**src/rtl/ifu_fetch_req.sv**
```systemverilog
// ifu_fetch_req: PC owner issuing credit-limited instruction fetches and queueing in-order responses for IF/ID.
module ifu_fetch_req #(
  parameter int ADDR_W = 32,
  parameter int DATA_W = 32,
  parameter int DEPTH = 2,
  parameter logic [ADDR_W-1:0] RESET_PC = '0
) (
  input  logic              clk,
  input  logic              rst,
  input  logic              jump_flag_i,
  input  logic [ADDR_W-1:0] jump_addr_i,
  input  logic [2:0]        hold_flag_i,
  output logic              ibus_req_valid_o,
  input  logic              ibus_req_ready_i,
  output logic [ADDR_W-1:0] ibus_req_addr_o,
  input  logic              ibus_rsp_valid_i,
  output logic              ibus_rsp_ready_o,
  input  logic [DATA_W-1:0] ibus_rsp_data_i,
  output logic [DATA_W-1:0] inst_o,
  output logic [ADDR_W-1:0] inst_addr_o,
  output logic              inst_valid_o
);
  localparam int PW = $clog2(DEPTH);
  localparam int CW = PW + 1;
  localparam logic [DATA_W-1:0] INST_NOP = DATA_W'(32'h13);
  localparam logic [2:0] HOLD_IF = 3'd2;
  logic [ADDR_W-1:0] pc;
  logic [CW-1:0] outstanding, drop_cnt, q_count;
  logic [PW-1:0] a_wp, a_rp, q_wp, q_rp;
  logic [ADDR_W-1:0] a_mem [DEPTH];
  logic [DATA_W-1:0] q_data [DEPTH];
  logic [ADDR_W-1:0] q_addr [DEPTH];
  logic can_req, hold_en, req_fire, rsp_keep, rsp_drop, pop;
  // Credits cover in-flight, to-be-dropped and queued words, so the queue can never overflow.
  assign can_req = (outstanding + drop_cnt + q_count) < CW'(DEPTH);
  assign hold_en = hold_flag_i >= HOLD_IF;
  assign ibus_req_valid_o = can_req & !jump_flag_i & !rst;
  assign ibus_req_addr_o = pc;
  assign ibus_rsp_ready_o = !rst;
  assign req_fire = ibus_req_valid_o & ibus_req_ready_i;
  assign rsp_keep = ibus_rsp_valid_i & ibus_rsp_ready_o & (drop_cnt == '0);
  assign rsp_drop = ibus_rsp_valid_i & ibus_rsp_ready_o & (drop_cnt != '0);
  assign inst_valid_o = (q_count != '0) & !jump_flag_i & !rst;
  assign inst_o = inst_valid_o ? q_data[q_rp] : INST_NOP;
  assign inst_addr_o = inst_valid_o ? q_addr[q_rp] : '0;
  assign pop = inst_valid_o & !hold_en;
  always_ff @(posedge clk) begin
    if (rst) begin
      pc <= RESET_PC;
      outstanding <= '0;
      drop_cnt <= '0;
      q_count <= '0;
      a_wp <= '0;
      a_rp <= '0;
      q_wp <= '0;
      q_rp <= '0;
    end else if (jump_flag_i) begin
      // Everything still in flight becomes stale; a response landing now is already one of them.
      pc <= jump_addr_i;
      drop_cnt <= outstanding + drop_cnt - CW'(ibus_rsp_valid_i);
      outstanding <= '0;
      q_count <= '0;
      a_wp <= '0;
      a_rp <= '0;
      q_wp <= '0;
      q_rp <= '0;
    end else begin
      if (req_fire) begin
        pc <= pc + ADDR_W'(4);
        a_mem[a_wp] <= pc;
        a_wp <= a_wp + PW'(1);
      end
      if (rsp_keep) begin
        q_data[q_wp] <= ibus_rsp_data_i;
        q_addr[q_wp] <= a_mem[a_rp];
        q_wp <= q_wp + PW'(1);
        a_rp <= a_rp + PW'(1);
      end
      if (pop) q_rp <= q_rp + PW'(1);
      outstanding <= outstanding + CW'(req_fire) - CW'(rsp_keep);
      drop_cnt <= drop_cnt - CW'(rsp_drop);
      q_count <= q_count + CW'(rsp_keep) - CW'(pop);
    end
  end
endmodule
```
**config.mk**
```make
export PLATFORM = sky130hd
export DESIGN_NAME = ifu_fetch_req
export DESIGN_NICKNAME = d
export VERILOG_FILES = /design/src/rtl/ifu_fetch_req.sv
export SDC_FILE = /design/constraint.sdc
export NUM_CORES = 1
export LEC_CHECK = 0
export BUFFER_PORTS_ARGS = -buffer_cell sky130_fd_sc_hd__buf_2
export CAP_MARGIN = 30
export CORE_ASPECT_RATIO = 0.6
export CORE_MARGIN = 8
export CORE_UTILIZATION = 26
export CTS_BUF_LIST = sky130_fd_sc_hd__clkbuf_16
export DETAILED_ROUTE_END_ITERATION = 8
export PLACE_DENSITY_LB_ADDON = 0.12
export SLEW_MARGIN = 30
export SYNTH_ARGS = -nofsm -noshare
export SYNTH_HDL_FRONTEND = slang
export SYNTH_SLANG_ARGS = --single-unit
```
**constraint.sdc**
```tcl
create_clock -name clk -period 6.85 [get_ports clk]
set_input_delay 0.3425 -clock clk [delete_from_list [all_inputs] [get_ports clk]]
set_output_delay 0.3425 -clock clk [all_outputs]
set_load 0.05 [all_outputs]
```
# After elaboration in Yosys (flattened, before gate mapping)
# Memories as Yosys holds them, arrays and structs flattened. A register that Yosys moved wholly into a read port is not among the register bits.
# Index checks and enable logic that the tools add are counted.
[op_classes]
reduce_logical = 8
n_eq_ne = 0
muxes = 19
n_addsub = 13
n_mul = 0
magnitude_cmp = 2
shift = 0
div = 0
bitwise_logic = 9
[op_table]
columns = ["operator", "count"]
rows = [
  ["$mux 32", 4],
  ["$add 32x3->32 const B", 1],
  ["$mux 1", 14],
  ["$and 1x1->1", 9],
  ["$sub 2x1->2", 4],
  ["$reduce_bool 2->1", 3],
  ["$add 1x1->1 const B", 4],
  ["$add 2x1->2", 2],
  ["$add 2x2->2", 2],
  ["$ge 3x2->1 const B", 1],
  ["$logic_not 1->1", 3],
  ["$logic_not 2->1", 1],
  ["$lt 2x2->1 const B", 1],
  ["$mux 2", 1],
  ["$reduce_or 2->1", 1],
]
[totals]
rom_bits = 0
mem_count = 3
latch_bits = 0
mem_bits_rw = 192
reg_bits = 42
[memory_table]
columns = ["memory", "words", "word_bits", "read_ports", "rd_ports_with_merged_regs", "write_ports", "line", "text"]
rows = [
  ["a_mem", 2, 32, 1, 1, 1, "30", "logic [ADDR_W-1:0] a_mem [DEPTH];"],
  ["q_addr", 2, 32, 1, 1, 1, "32", "logic [ADDR_W-1:0] q_addr [DEPTH];"],
  ["q_data", 2, 32, 1, 1, 1, "31", "logic [DATA_W-1:0] q_data [DEPTH];"],
]

# Longest topological paths before layout
# Gate-level depths: netlist of run 1.
[logic_depth]
word_depth = 10
depth_mapped = 12

# Least setup slack after synthesis of run 1
# OpenSTA, ideal clock, no wires.
[synth_timing]
path_kind = "input to register"
from = "input rst"
to = "memory q_addr[0][0] (enable)"
path_stages = 3
n_path_buf = 0
t_required_ns = 6.286
arrival_ns = 5.363
path_slack_ns = 0.923
cell_sequence = "inv_1 nand3_1 nor3_1"
[synth_via]
elab_chain_cells = 7
[synth_lines]
columns = ["item", "line", "text"]
rows = [
  ["start: declaration", "9", "input logic rst,"],
  ["$logic_not 1->1", "39", "assign ibus_rsp_ready_o = !rst;"],
  ["$and 1x1->1 (2 in a row)", "41", "assign rsp_keep = ibus_rsp_valid_i & ibus_rsp_ready_o & (drop_cnt == '0);"],
  ["$mux 1", "73", "if (rsp_keep) begin"],
  ["$mux 1", "57", "end else if (jump_flag_i) begin"],
  ["$mux 1 (*)", "48", "if (rst) begin"],
  ["$mux 1 (implied by the code) (*)", "75", "q_addr[q_wp] <= a_mem[a_rp];"],
  ["end: declaration", "32", ""],
]
# Mark *: on every way between the ends. The rest lies on a longest branch, timed or not.

# Worst setup path after layout of run 1
[layout_timing]
from = "register drop_cnt[0]"
to = "memory a_mem[0][19] (enable)"
[layout_via]
elab_chain_cells = 10
[layout_lines]
columns = ["item", "line", "text"]
rows = [
  ["start: declaration", "28", "logic [CW-1:0] outstanding, drop_cnt, q_count;"],
  ["start signal: assignment", "60", "drop_cnt <= outstanding + drop_cnt - CW'(ibus_rsp_valid_i);"],
  ["start signal: assignment", "81", "drop_cnt <= drop_cnt - CW'(rsp_drop);"],
  ["$add 2x2->2 (2 in a row)", "35", "assign can_req = (outstanding + drop_cnt + q_count) < CW'(DEPTH);"],
  ["$lt 2x2->1", "35", ""],
  ["$and 1x1->1 (2 in a row)", "37", "assign ibus_req_valid_o = can_req & !jump_flag_i & !rst;"],
  ["$and 1x1->1", "40", "assign req_fire = ibus_req_valid_o & ibus_req_ready_i;"],
  ["$mux 1", "68", "if (req_fire) begin"],
  ["$mux 1", "57", ""],
  ["$mux 1", "48", ""],
  ["$mux 1 (implied by the code)", "70", "a_mem[a_wp] <= pc;"],
  ["end: declaration", "30", ""],
]
# No other way between the ends.

==> results of run 1 <==
==> power by group <==
part	total (uW)	switching [uW]	leakage (uW)	internal, uW
Sequential	1630	35.1	0.00212	1600
Clock	1400	555	0.000448	848
Combinational	251	165	0.00182	86.4
==> flip-flops by register name, summed over array words and instances, names as in the netlist, 2 cells and up, named ones only <==
signal and flops:
q_count 2, q_data 64, ibus_req_addr_o 32, q_addr 64, outstanding 2, drop_cnt 2
a_mem 64
==> synth_stat cells (all sizes together) (9+ instances only) <==
| library cell | count |
|---|---|
| a21oi | 9 |
| a31oi | 23 |
| buf | 12 |
| clkbuf | 21 |
| dfxtp | 44 |
| edfxtp | 192 |
| inv | 14 |
| mux2 | 35 |
| mux2i | 67 |
| nand2 | 54 |
| nand3 | 15 |
| nand4 | 12 |
| nor2 | 81 |
| o311ai | 10 |
| or3 | 9 |
==> worst max path at each step <==
| stage | startpoint | end | slack, ns | cells past startpoint |
|---|---|---|---|---|
| after floorplan | rst | q_addr[0][0] | 0.92 | 3 |
| after global placement | rst | a_mem[0][17] | 3.53 | 8 |
| after detailed placement | jump_flag_i | a_mem[0][17] | 3.53 | 8 |
| after CTS | drop_cnt[0] | a_mem[0][25] | 3.63 | 7 |
| after global routing | drop_cnt[0] | a_mem[0][22] | 3.41 | 7 |
| final | drop_cnt[0] | a_mem[0][19] | 3.69 | 7 |
==> area by class of cell <==
| type | instances | share of cell area |
|---|---|---|
| Timing Repair Buffer | 211 | 0.102 |
| Inverter | 14 | 0.00431 |
| Sequential cell | 236 | 0.546 |
| Multi-Input combinational cell | 399 | 0.230 |
| Clock inverter | 21 | 0.0179 |
| Tap cell | 476 | 0.0489 |
| Clock buffer | 25 | 0.0513 |
==> metal layers <==
| metal | vias up | part of all wire | track usage |
|---|---|---|---|
| met4 | 2 | 0.017 | 0.0252 |
| met3 | 36 | 0.052 | 0.0336 |
| li1 | 2986 | - | - |
| met1 | 2980 | 0.48 | 0.160 |
| met2 | 123 | 0.45 | 0.193 |
| met5 | - | 0.00049 | 0 |
==> stage by stage <==
stage	setup slack (ns)	instances	utilization	hold slack, ns
floorplan	0.923	682	-	0.441
global placement	3.53	1304	0.303	0.484
detailed placement	3.53	1304	0.303	0.481
CTS	3.63	1382	0.335	0.0294
global route	3.41	1382	0.335	0.0425
finish	3.69	1382	0.335	0.0658
==> logic make-up after synthesis <==
kind of cell,count (synthesis)
buffers and inverters,47
muxes,102
DFF,236
xor gates and xnor gates,14
AOI/OAI and AO/OA,63
and+or+nand+nor,212
adders and majority gates,8
==> critical path: cells and delay by family (launching register included) <==
kind / cells / cell delay (ns)
flip-flops: 1 / 0.34
XOR/XNOR: 2 / 0.74
buffers and inverters: 2 / 0.66
adder cells (fa/ha/maj): 1 / 0.19
AND/OR/NAND/NOR: 2 / 0.90
==> results.txt, run 1 <==
* Gr usage total: 0.120
- Deepest clock path buffer count: 3
* Via count of the first global-routing pass: ~6.5k
* Critical Path RT: approximately 7.1 ns
- Hold wc startpoint: jump_addr_i[0]
- DRC violation count after routing: 0
- Combinational family with the most area after synthesis: multiplexers
- The library cell used most frequently in the layout, excluding fill and tap cells, is sky130_fd_sc_hd__edfxtp_1.
- Initial antenna violation count: 2
* Post-synthesis to final-layout area growth: 27.0%
* Synth Area in Adders: 0.0104
- The cell that appears most often on the critical path is sky130_fd_sc_hd__nor2_4.
- The placed instances occupy a cell area of 11,000 um^2.
- Worst Hold End: ibus_req_addr_o[0]
- Transition time at the pin with the least slew margin: 0.814 ns
- Critical path fanouts, max: 20
* Worst Hold Path Cells: 3
- Syn_nets: roughly 760
- Worst hold-check path type: in2reg
* Chip Height: ~160 um
- Count of routing violations after the opening detailed-route iteration: 324
- Full die area: 43,500 um^2
- The worst setup path is captured at a flip-flop.
- Final critical-path share of the clock period: 0.461
- Total Wirelength: 26.3 mm
* Predominant post-synthesis flop cell: sky130_fd_sc_hd__edfxtp_1
* Avg WL per Cell: 19.1 um
* Depth of the most critical reg-to-reg path: 7
- Clock-pin slew was measured on the worst setup and hold paths at 0.06 ns.
- For this run, the slowest stage of the critical path takes between 0.6 and 0.7 ns.
* Number of buffers created by CTS: 25
- Detailed routing inserted a total of 6,127 vias.
- Area fraction in compound gates after synthesis: 0.0450
- H-Tree Level Count: 1
- In this run the post-CTS setup repair buffer count came out at 0.
* Hold Vio Cnt, Final: 0
- Across the VDD grid, the largest voltage drop is 0.160 mV.
- In this run, synthesis inferred 192 flip-flops with an integrated enable.
* Synth area leaders: sky130_fd_sc_hd__edfxtp_1 60%, sky130_fd_sc_hd__dfxtp_1 9.2%, sky130_fd_sc_hd__mux2i_1 7.0%
- For this run, the detailed router's first-pass iteration total came to 4.
* Cell count after synthesis: 682
- Detailed placement finished with a half-perimeter wire length of roughly 17 mm.
* Setup repair after global routing missed its margin: false
* Post-route setup TNS: 0 ns
- Setup-failing EPs final: 0
* Number of input and output port buffers inserted: 169
- Initial Utilization: 0.264
* Leakage dissipation: 0.00438 uW
- In the final layout, the share of cells above drive strength 1 is 0.295.
* FF+latch area: 6650 um^2
* Avg Inst Size Synth: around 14 um^2
- The count of final max-slew check failures came to 0.
- The top cell types in the final layout, fill and taps aside, are 192 x sky130_fd_sc_hd__edfxtp_1, 169 x sky130_fd_sc_hd__buf_2, 79 x sky130_fd_sc_hd__nor2_1.
* Insertion delay of the later-clocked pin in the worst-skew pair: 0.53 ns
- During synthesis, Yosys emitted a total of 0 warnings.
- Total power density per cell area: 270 nW/um^2
- Static timing analysis puts the maximum clock frequency at 0.317 GHz.
- The final layout contains roughly 970 nets.
- The root buffer cell chosen for the clock tree is sky130_fd_sc_hd__clkbuf_16.
* Share of the synthesized area in the top cell type: 0.601
- Antenna violation net count after detailed routing: 0
- Standard-cell row count: 54
* Number of top-level design ports: 171
- Synth async-reset ratio: 0
- Total power: 3290 uW
- Data arrival time of the worst path: about 3.4 ns
- TritonCTS built the clock tree.
* Count of fill cells added during filler insertion: 3,670
- The multi-input combinational cells in the finished layout cover a total of 2810 um^2.
- In this run the horizontal extent of the chip is approximately 260 um.
- Cell type with the highest aggregate area in the netlist: sky130_fd_sc_hd__edfxtp_1
- In this run, post-CTS repair resized a total of 0 instances.
* Layout Skew: 0.0162 ns
* Via density per instance: 4.43
* Critical register-to-register path endpoint: a_mem[0][19]
- Type of element launching the critical path: flip-flop
- Routability-driven placement finished with a final weighted congestion of 0.716.
* FF+latch count, synth: 236
- Of the total synthesized cell area, the portion taken by AND, OR, NAND and NOR gates is 0.106.
* Result of the run: completed
- The cell area that synthesis handed to floorplanning was about 9600 um^2.
* Chain of cells forming the critical path: ha_1 > xnor2_1 > xnor3_1 > nor2_4 > inv_1 > nor2_4 > buf_4
- The finished cells cover about 12,000 um^2.
- The netlist uses 47 different library cells.
- First-pass GRT wire length: 40.5 mm
- After synthesis, the share of cell area in mux cells is 0.111.
- Headroom to the max-slew limit came out at 0.457.
- Global routing finished with a remaining overflow of 0.
* Post-synthesis xor/xnor area fraction: 0.0158
- Fin crit period: roughly 3.2 ns
- Largest net degree at the start of global routing: 63
- Number of antenna cells inserted: 0
* Critical path class: reg2reg
* Sink Count: 236
- Core region area: 36,300 um^2
- The startpoint identified for the worst register-to-register timing path is drop_cnt[0].
- Count of max-cap constraint violations: 0
- R2r setup slk: 3.69 ns
* Slowest cell on the critical path: sky130_fd_sc_hd__nor2_4
- Of the synthesized area, sequential elements account for 0.693.
* Count of hold-fix buffers inserted at cts: 32
(Power assumes the default switching activity.)
==> run 2, diff against run 1 <==
Clock period 6.85 ns to 3 ns, I/O delays scaled along.
==> run 2 against run 1 <==
- register-to-register slack lost 3.2 ns
- sequential power grew 130%
- via count grew 2.9%
- clock skew shrank 0.0078 ns
==> results.txt, run 2 (synthesized netlist as in run 1, its figures left out) <==
- The flow ran to the end, and the final reports show no timing, DRC or antenna violations.
* Number of buffers created by CTS: 25
- In the final design database the tool counted 1,011 nets.
- Largest net degree at the start of global routing: 45
* Initial antenna violation count: 1
- The finished layout holds 1,426 standard cells, fillers aside.
- Number of top-level design ports: 171
- Number of antenna cells inserted: 0
- Setup-failing EPs final: 0
- Total Wirelength: 26.9 mm
- Post-synthesis to final-layout area growth: 31.1%
* Worst hold-check path type: in2reg
- In the global route stage, overall resource usage came out at 0.121.
- In this design, the stage delay of the slowest critical-path cell is 0.62 ns.
* Total power density per cell area: 581 nW/um^2
- In the final layout, the share of cells above drive strength 1 is 0.294.
* Sink Count: 236
- Clock latency on the worst-skew pair, taken at its later pin, is approximately 0.54 ns.
- TritonCTS built the clock tree.
- After routing the design area is about 13,000 um^2.
- Overflow left after global routing: 0
- Type of element launching the critical path: flip-flop
- After routing, the total negative slack on setup checks comes to 0 ns.
* Count of buffering cells on the critical path with inverters included: 0
- The via count of the first global-routing pass was roughly 6.4k.
- Across the run, the number of max-cap violations was 0.
- In this run the tightest slew margin relative to its limit is 0.589.
* Final Util: 0.346
- Critical Path RT: 3.46 ns
- The count of final max-slew check failures was 0.
- Via density per instance: around 4.4
* Deepest clock path buffer count: 3
* First-pass GRT wire length: 40.9 mm
* DRC violation count after routing: 0
- The tree is rooted in a sky130_fd_sc_hd__clkbuf_16.
* Setup repair after global routing missed its margin: false
- Number of search-and-repair iterations in the first detailed-routing pass: 4
- The final count of hold timing violations was 0.
- The placed instances occupy a cell area of 11,200 um^2.
* Critical path class: reg2reg
- Full die area: 43,500 um^2
* H-Tree Level Count: 1
- Once detailed placement completed, the half-perimeter wirelength came to 17.9 mm.
- Avg WL per Cell: 18.8 um
* Vias after detailed routing: 6,306
- For the final database, setup skew stands at 0.00839 ns.
- Fmax: 0.398 GHz
- Antenna violation net count after detailed routing: 0
* Chain of cells forming the critical path: ha_1 > nand2_1 > xor3_1 > nand4_1 > or3_2 > a31oi_1
- The library cell used most frequently in the layout, excluding fill and tap cells, is sky130_fd_sc_hd__edfxtp_1.
- Most frequent cells in the layout: 192 x sky130_fd_sc_hd__edfxtp_1, 169 x sky130_fd_sc_hd__buf_2, 79 x sky130_fd_sc_hd__nor2_1
- After filler insertion, the fill cell instance count of the layout stands at 3,619.
- Core region area: roughly 36,000 um^2
- The initial utilization of the core area, before any placement, comes to 0.264.
- The largest individual stage delay along the critical path comes from the cell sky130_fd_sc_hd__xor3_1.
- Clock-pin slew was measured on the worst setup and hold paths at roughly 0.06 ns.
- The worst setup path is captured at a flip-flop.
- Chip Height: 165 um
* Registers with the highest flip-flop counts: a_mem (64), q_addr (64), q_data (64)
* Fin crit period: 2.51 ns
- Number of input and output port buffers inserted: 169
- Critical path fanouts, max: 10
- Of the available clock period, the critical path in the final layout requires 0.837.
- The kind of cell with the highest combined delay along the critical path is simple AND/OR/NAND/NOR gates.
* Peak supply drop: roughly 0.32 mV
* Width of the die: 264 um
- Leakage dissipation: roughly 0.0045 uW
* Inst Count DP: roughly 1.3k
- The initialized floorplan defines 54 standard-cell rows.
- The congestion estimate from routability-driven global placement came to 0.724.
- The first routing iteration left roughly 340 violations.
- Data arrival time of the worst path: 2.97 ns
* Transition time at the pin with the least slew margin: about 0.61 ns
==> run 2: metrics by stage <==
step | hold WS [ns] | setup WS [ns] | power (uW)
after global placement | 0.340 | 0.523 | 4360
final | 0.0152 | 0.489 | 7310
after CTS | 0.00108 | 0.382 | 7440
after detailed placement | 0.341 | 0.526 | 4360
after global routing | 0.0500 | 0.321 | 7620
after floorplan | 0.249 | 0.0687 | 4130
==> run 2: repair_timing <==
action | in CTS | in global routing
endpoints found under the hold margin | 96 | 0
resized for setup | 0 | 0
hold buffers | 64 | 0
setup buffers | 0 | 0
==> run 2: area by class of cell <==
cell class                 count  area [um^2]  share of cell area
clock buffer                  25          626              0.0497
clock inverter                21          150              0.0119
inverter                      14         52.6             0.00418
multi-input combinational    399         2800               0.223
sequential                   236         6650               0.529
tap                          476          596              0.0473
timing repair buffer         255         1700               0.135
==> run 2: routing by layer <==
metal / up-vias / global-route usage / wire length (um)
met1: 3063 / 0.161 / 12900
li1: 3079 / - / -
met3: 38 / 0.0391 / 1490
met4: 2 / 0.0237 / 516
met5: - / 0 / 14
met2: 124 / 0.194 / 12000
==> run 2: final timing paths <==
kind / startpoint / to / slack (ns) / cells past startpoint
max reg2reg: drop_cnt[0] / ibus_req_addr_o[19] / 0.49 / 6
min reg2reg: ibus_req_addr_o[1] / a_mem[0][1] / 0.49 / 0
min: hold_flag_i[1] / flip-flop / 0.02 / 4
max: drop_cnt[0] / ibus_req_addr_o[19] / 0.49 / 6
==> run 2: worst reg2reg max path, cell delays in order, from the launching register on <==
cell,delay [ns]
sky130_fd_sc_hd__dfxtp_1,0.33
sky130_fd_sc_hd__ha_1,0.29
sky130_fd_sc_hd__nand2_1,0.08
sky130_fd_sc_hd__xor3_1,0.62
sky130_fd_sc_hd__nand4_1,0.42
sky130_fd_sc_hd__or3_2,0.54
sky130_fd_sc_hd__a31oi_1,0.16
==> run 2: where the power goes <==
group          total, uW  leakage (uW)  switching (uW)  internal (uW)
clock               2960      0.000395            1280           1690
sequential          3720       0.00212            73.5           3650
combinational        629       0.00203             392            237
total               7310       0.00454            1740           5570
==> run 3, diff against run 2 <==
Clock period 3 ns to 2.05 ns, I/O delays scaled along.
==> run 3 against run 2 <==
- the run now ends with negative setup slack left
- routed wire length grew 12%
- first-iteration DRC count rose by 18%
- critical path depth up 5
- register-to-register slack worse by 0.59 ns
- via count up 6.2%
- combinational power up 96%
- sequential power up 45%
- power up 52%
- clock power increased by 52%
- highest routed layer is now met4
==> results.txt, run 3 (synthesized netlist as in run 1, its figures left out) <==
- Chip Height: roughly 160 um
* Type of element launching the critical path: flip-flop
- The initial utilization of the core area, before any placement, comes to 0.264.
- The final count of hold timing violations was 0.
* Final HPWL DP: 19.4 mm
* Final max-slew violation count: 0
* Largest net degree at the start of global routing: 39
- Leading cell type in the layout, fill and taps excluded: sky130_fd_sc_hd__edfxtp_1
* Summed area of non-filler cells in the final layout: 14,000 um^2
- In the layout the commonest cells are 192 x sky130_fd_sc_hd__edfxtp_1, 143 x sky130_fd_sc_hd__buf_2, 73 x sky130_fd_sc_hd__buf_4.
- Clock Power Share: 0.405
* Fin worst setup slack: -0.101 ns
* Layout Skew: 0.0167 ns
* Total power: 11,100 uW
- Full die area: 43,500 um^2
- First-pass GRT wire length: 44.3 mm
- Via density per instance: 4.44
- Placer's final routability congestion estimate: 0.748
- Registers with the highest flip-flop counts: a_mem (64), q_addr (64), q_data (64)
- Summed over all layers, the global routing overflow is 0.
- Counting cells, the worst reg-to-reg path comes to 11.
* Switching share of power: 0.240
- Fmax: 0.465 GHz
- The via count of the first global-routing pass was between 6k and 7k.
- Core region area: 36,300 um^2
* Transition time at the pin with the least slew margin: 0.490 ns
* Setup repair after global routing missed its margin: true
- After clock tree synthesis, the clock-pin slew on the worst setup and hold paths is ~0.06 ns.
- Total Wirelength: between 20 and 30 mm
* Internal power: 8470 uW
- Post-synthesis to final-layout area growth: 45.9%
* Fin crit period: 2.15 ns
- Fraction of power consumed by sequential logic: 0.485
- Along the worst path, the maximum fanout reaches 2.
- The routed layout has 6,698 vias.
- CTS placed an instance of sky130_fd_sc_hd__clkbuf_16 at the clock tree root.
- Pre-CTS setup slack: -0.169 ns
- Peak supply drop: 0.551 mV
- For this block, the initial DRC count from the detailed router was ~400.
- The final reports fail on negative setup slack.
- Total power density per cell area: 796 nW/um^2
- The first TritonRoute pass finished after 5 iterations.
- Worst hold-check path type: in2reg
* Width of the die: 264 um
- STA classifies the critical path endpoint as a flip-flop.
* Count of fill cells added during filler insertion: roughly 3.5k
- In the final layout, the share of cells above drive strength 1 is 0.405.
- The clock reaches the later pin of the worst-skew pair after ~0.55 ns.
- The share of total power dissipated in combinational logic is 0.110.
* Number of nets at the end of the flow: between 1k and 1.5k
- Summing all placed instances gives a cell area of around 12,000 um^2.
- TritonCTS clock tree: yes
- In this run the number of H-tree levels came out at 1.
* Worst Hold Path Cells: 4
- Sink Count: 236
- Initial antenna violation count: 1
* Setup-failing EPs final: 53
- Gr usage total: 0.133
* Final critical-path share of the clock period: 1.05
- In the routed design, unresolved DRC markers number 0.
- In this run the power spent charging and discharging nets is 2680 uW.
* Max-slew headroom: 0.673
- STA puts the critical path data required time at 2.49 ns.
- Leakage dissipation: approximately 0.005 uW
* Standard-cell row count: 54
- Number of top-level design ports: 171
- The count of nets left with antenna violations once routing finished came out at 0.
* Number of antenna cells inserted: 0
- The setup path with the least slack is of type reg2reg.
- Count of max-cap constraint violations: 0
- STA puts the critical path data arrival time at approximately 2.6 ns.
- Avg WL per Cell: 19.9 um
- Deepest clock path buffer count: 3
- The run finished, with violations left.
* Number of buffers created by CTS: 26
* Number of input and output port buffers inserted: 169
## run 3: cell types whose count changed in the layout (fill, tap and decap cells not counted), moves of 4 or more
cell / change
sky130_fd_sc_hd__buf_2: -26
sky130_fd_sc_hd__buf_12: +19
sky130_fd_sc_hd__buf_4: +55
sky130_fd_sc_hd__dfxtp_1: -27
sky130_fd_sc_hd__nor2_2: +13
sky130_fd_sc_hd__dfxtp_4: +15
sky130_fd_sc_hd__dlygate4sd3_1: +4
sky130_fd_sc_hd__clkbuf_16: +5
sky130_fd_sc_hd__dfxtp_2: +12
sky130_fd_sc_hd__o311ai_0: -7
sky130_fd_sc_hd__o311ai_1: +7
sky130_fd_sc_hd__nor2_1: -15
sky130_fd_sc_hd__buf_6: +17
sky130_fd_sc_hd__nand3_1: -5
## run 3: repair_timing
action | in CTS | in global routing
gates resized for setup | 37 | 63
hold buffers | 68 | 0
buffers inserted | 8 | 3
cloned | 3 | 4
endpoints found under the setup margin | 130 | 113
pin swaps | 10 | 14
endpoints found under the hold margin | 100 | 0
## run 3: power groups by stage
stage | Clock [uW] | Combinational (uW) | Sequential [uW]
floorplan | 0 | 416 | 5640
global placement | 0 | 1040 | 5500
detailed placement | 0 | 1040 | 5500
CTS | 4680 | 1200 | 5400
global route | 4880 | 1340 | 5410
finish | 4510 | 1230 | 5400
## run 3: through the flow
step,hold WS [ns],std cells,util,setup TNS [ns]
2_1_floorplan,0.201,682,-,-49.45
3_3_place_gp,0.291,1375,0.328,-4.37
3_5_place_dp,0.295,1375,0.328,-4.80
4_1_cts,0.0287,1502,0.378,-5.90
5_1_grt,0.0732,1507,0.385,-7.07
6_report,0.0372,1507,0.385,-2.34
## run 3: layout make-up
cell class / instances / area [um^2] / share of cell area
clock buffer: 27 / 676 / 0.0482
clock inverter: 21 / 139 / 0.00992
inverter: 14 / 56.3 / 0.00402
multi-input combinational: 399 / 3030 / 0.216
sequential: 236 / 6720 / 0.480
tap: 476 / 596 / 0.0425
timing repair buffer: 334 / 2790 / 0.199
## run 3: metal layers
metal  wire, um  part of all wire  global-route usage  vias up
met5          0                 0                   0        -
li1           -                 -                   -     3234
met1      14800              0.49               0.191     3260
met4        425             0.014              0.0214        0
met3       1590             0.053              0.0317       31
met2      13200              0.44               0.206      173
## run 3: critical path: stages (launching register included)
cell                      delay, ns
sky130_fd_sc_hd__dfxtp_2       0.33
sky130_fd_sc_hd__ha_4          0.25
sky130_fd_sc_hd__nand2_4       0.06
sky130_fd_sc_hd__xnor3_2       0.45
sky130_fd_sc_hd__nor2_4        0.11
sky130_fd_sc_hd__inv_2         0.06
sky130_fd_sc_hd__ha_4          0.25
sky130_fd_sc_hd__inv_2         0.03
sky130_fd_sc_hd__ha_4          0.15
sky130_fd_sc_hd__xor2_2        0.14
sky130_fd_sc_hd__xnor2_1       0.15
sky130_fd_sc_hd__nor2_1        0.05
## run 3: path summary, 6_finish.rpt
check                                         from             end  slack, ns
worst max-delay path                outstanding[0]  outstanding[1]      -0.10
worst min-delay path              ibus_rsp_valid_i            q_wp       0.04
worst max register to register      outstanding[0]  outstanding[1]      -0.10
worst min register to register  ibus_req_addr_o[0]     a_mem[0][0]       0.49
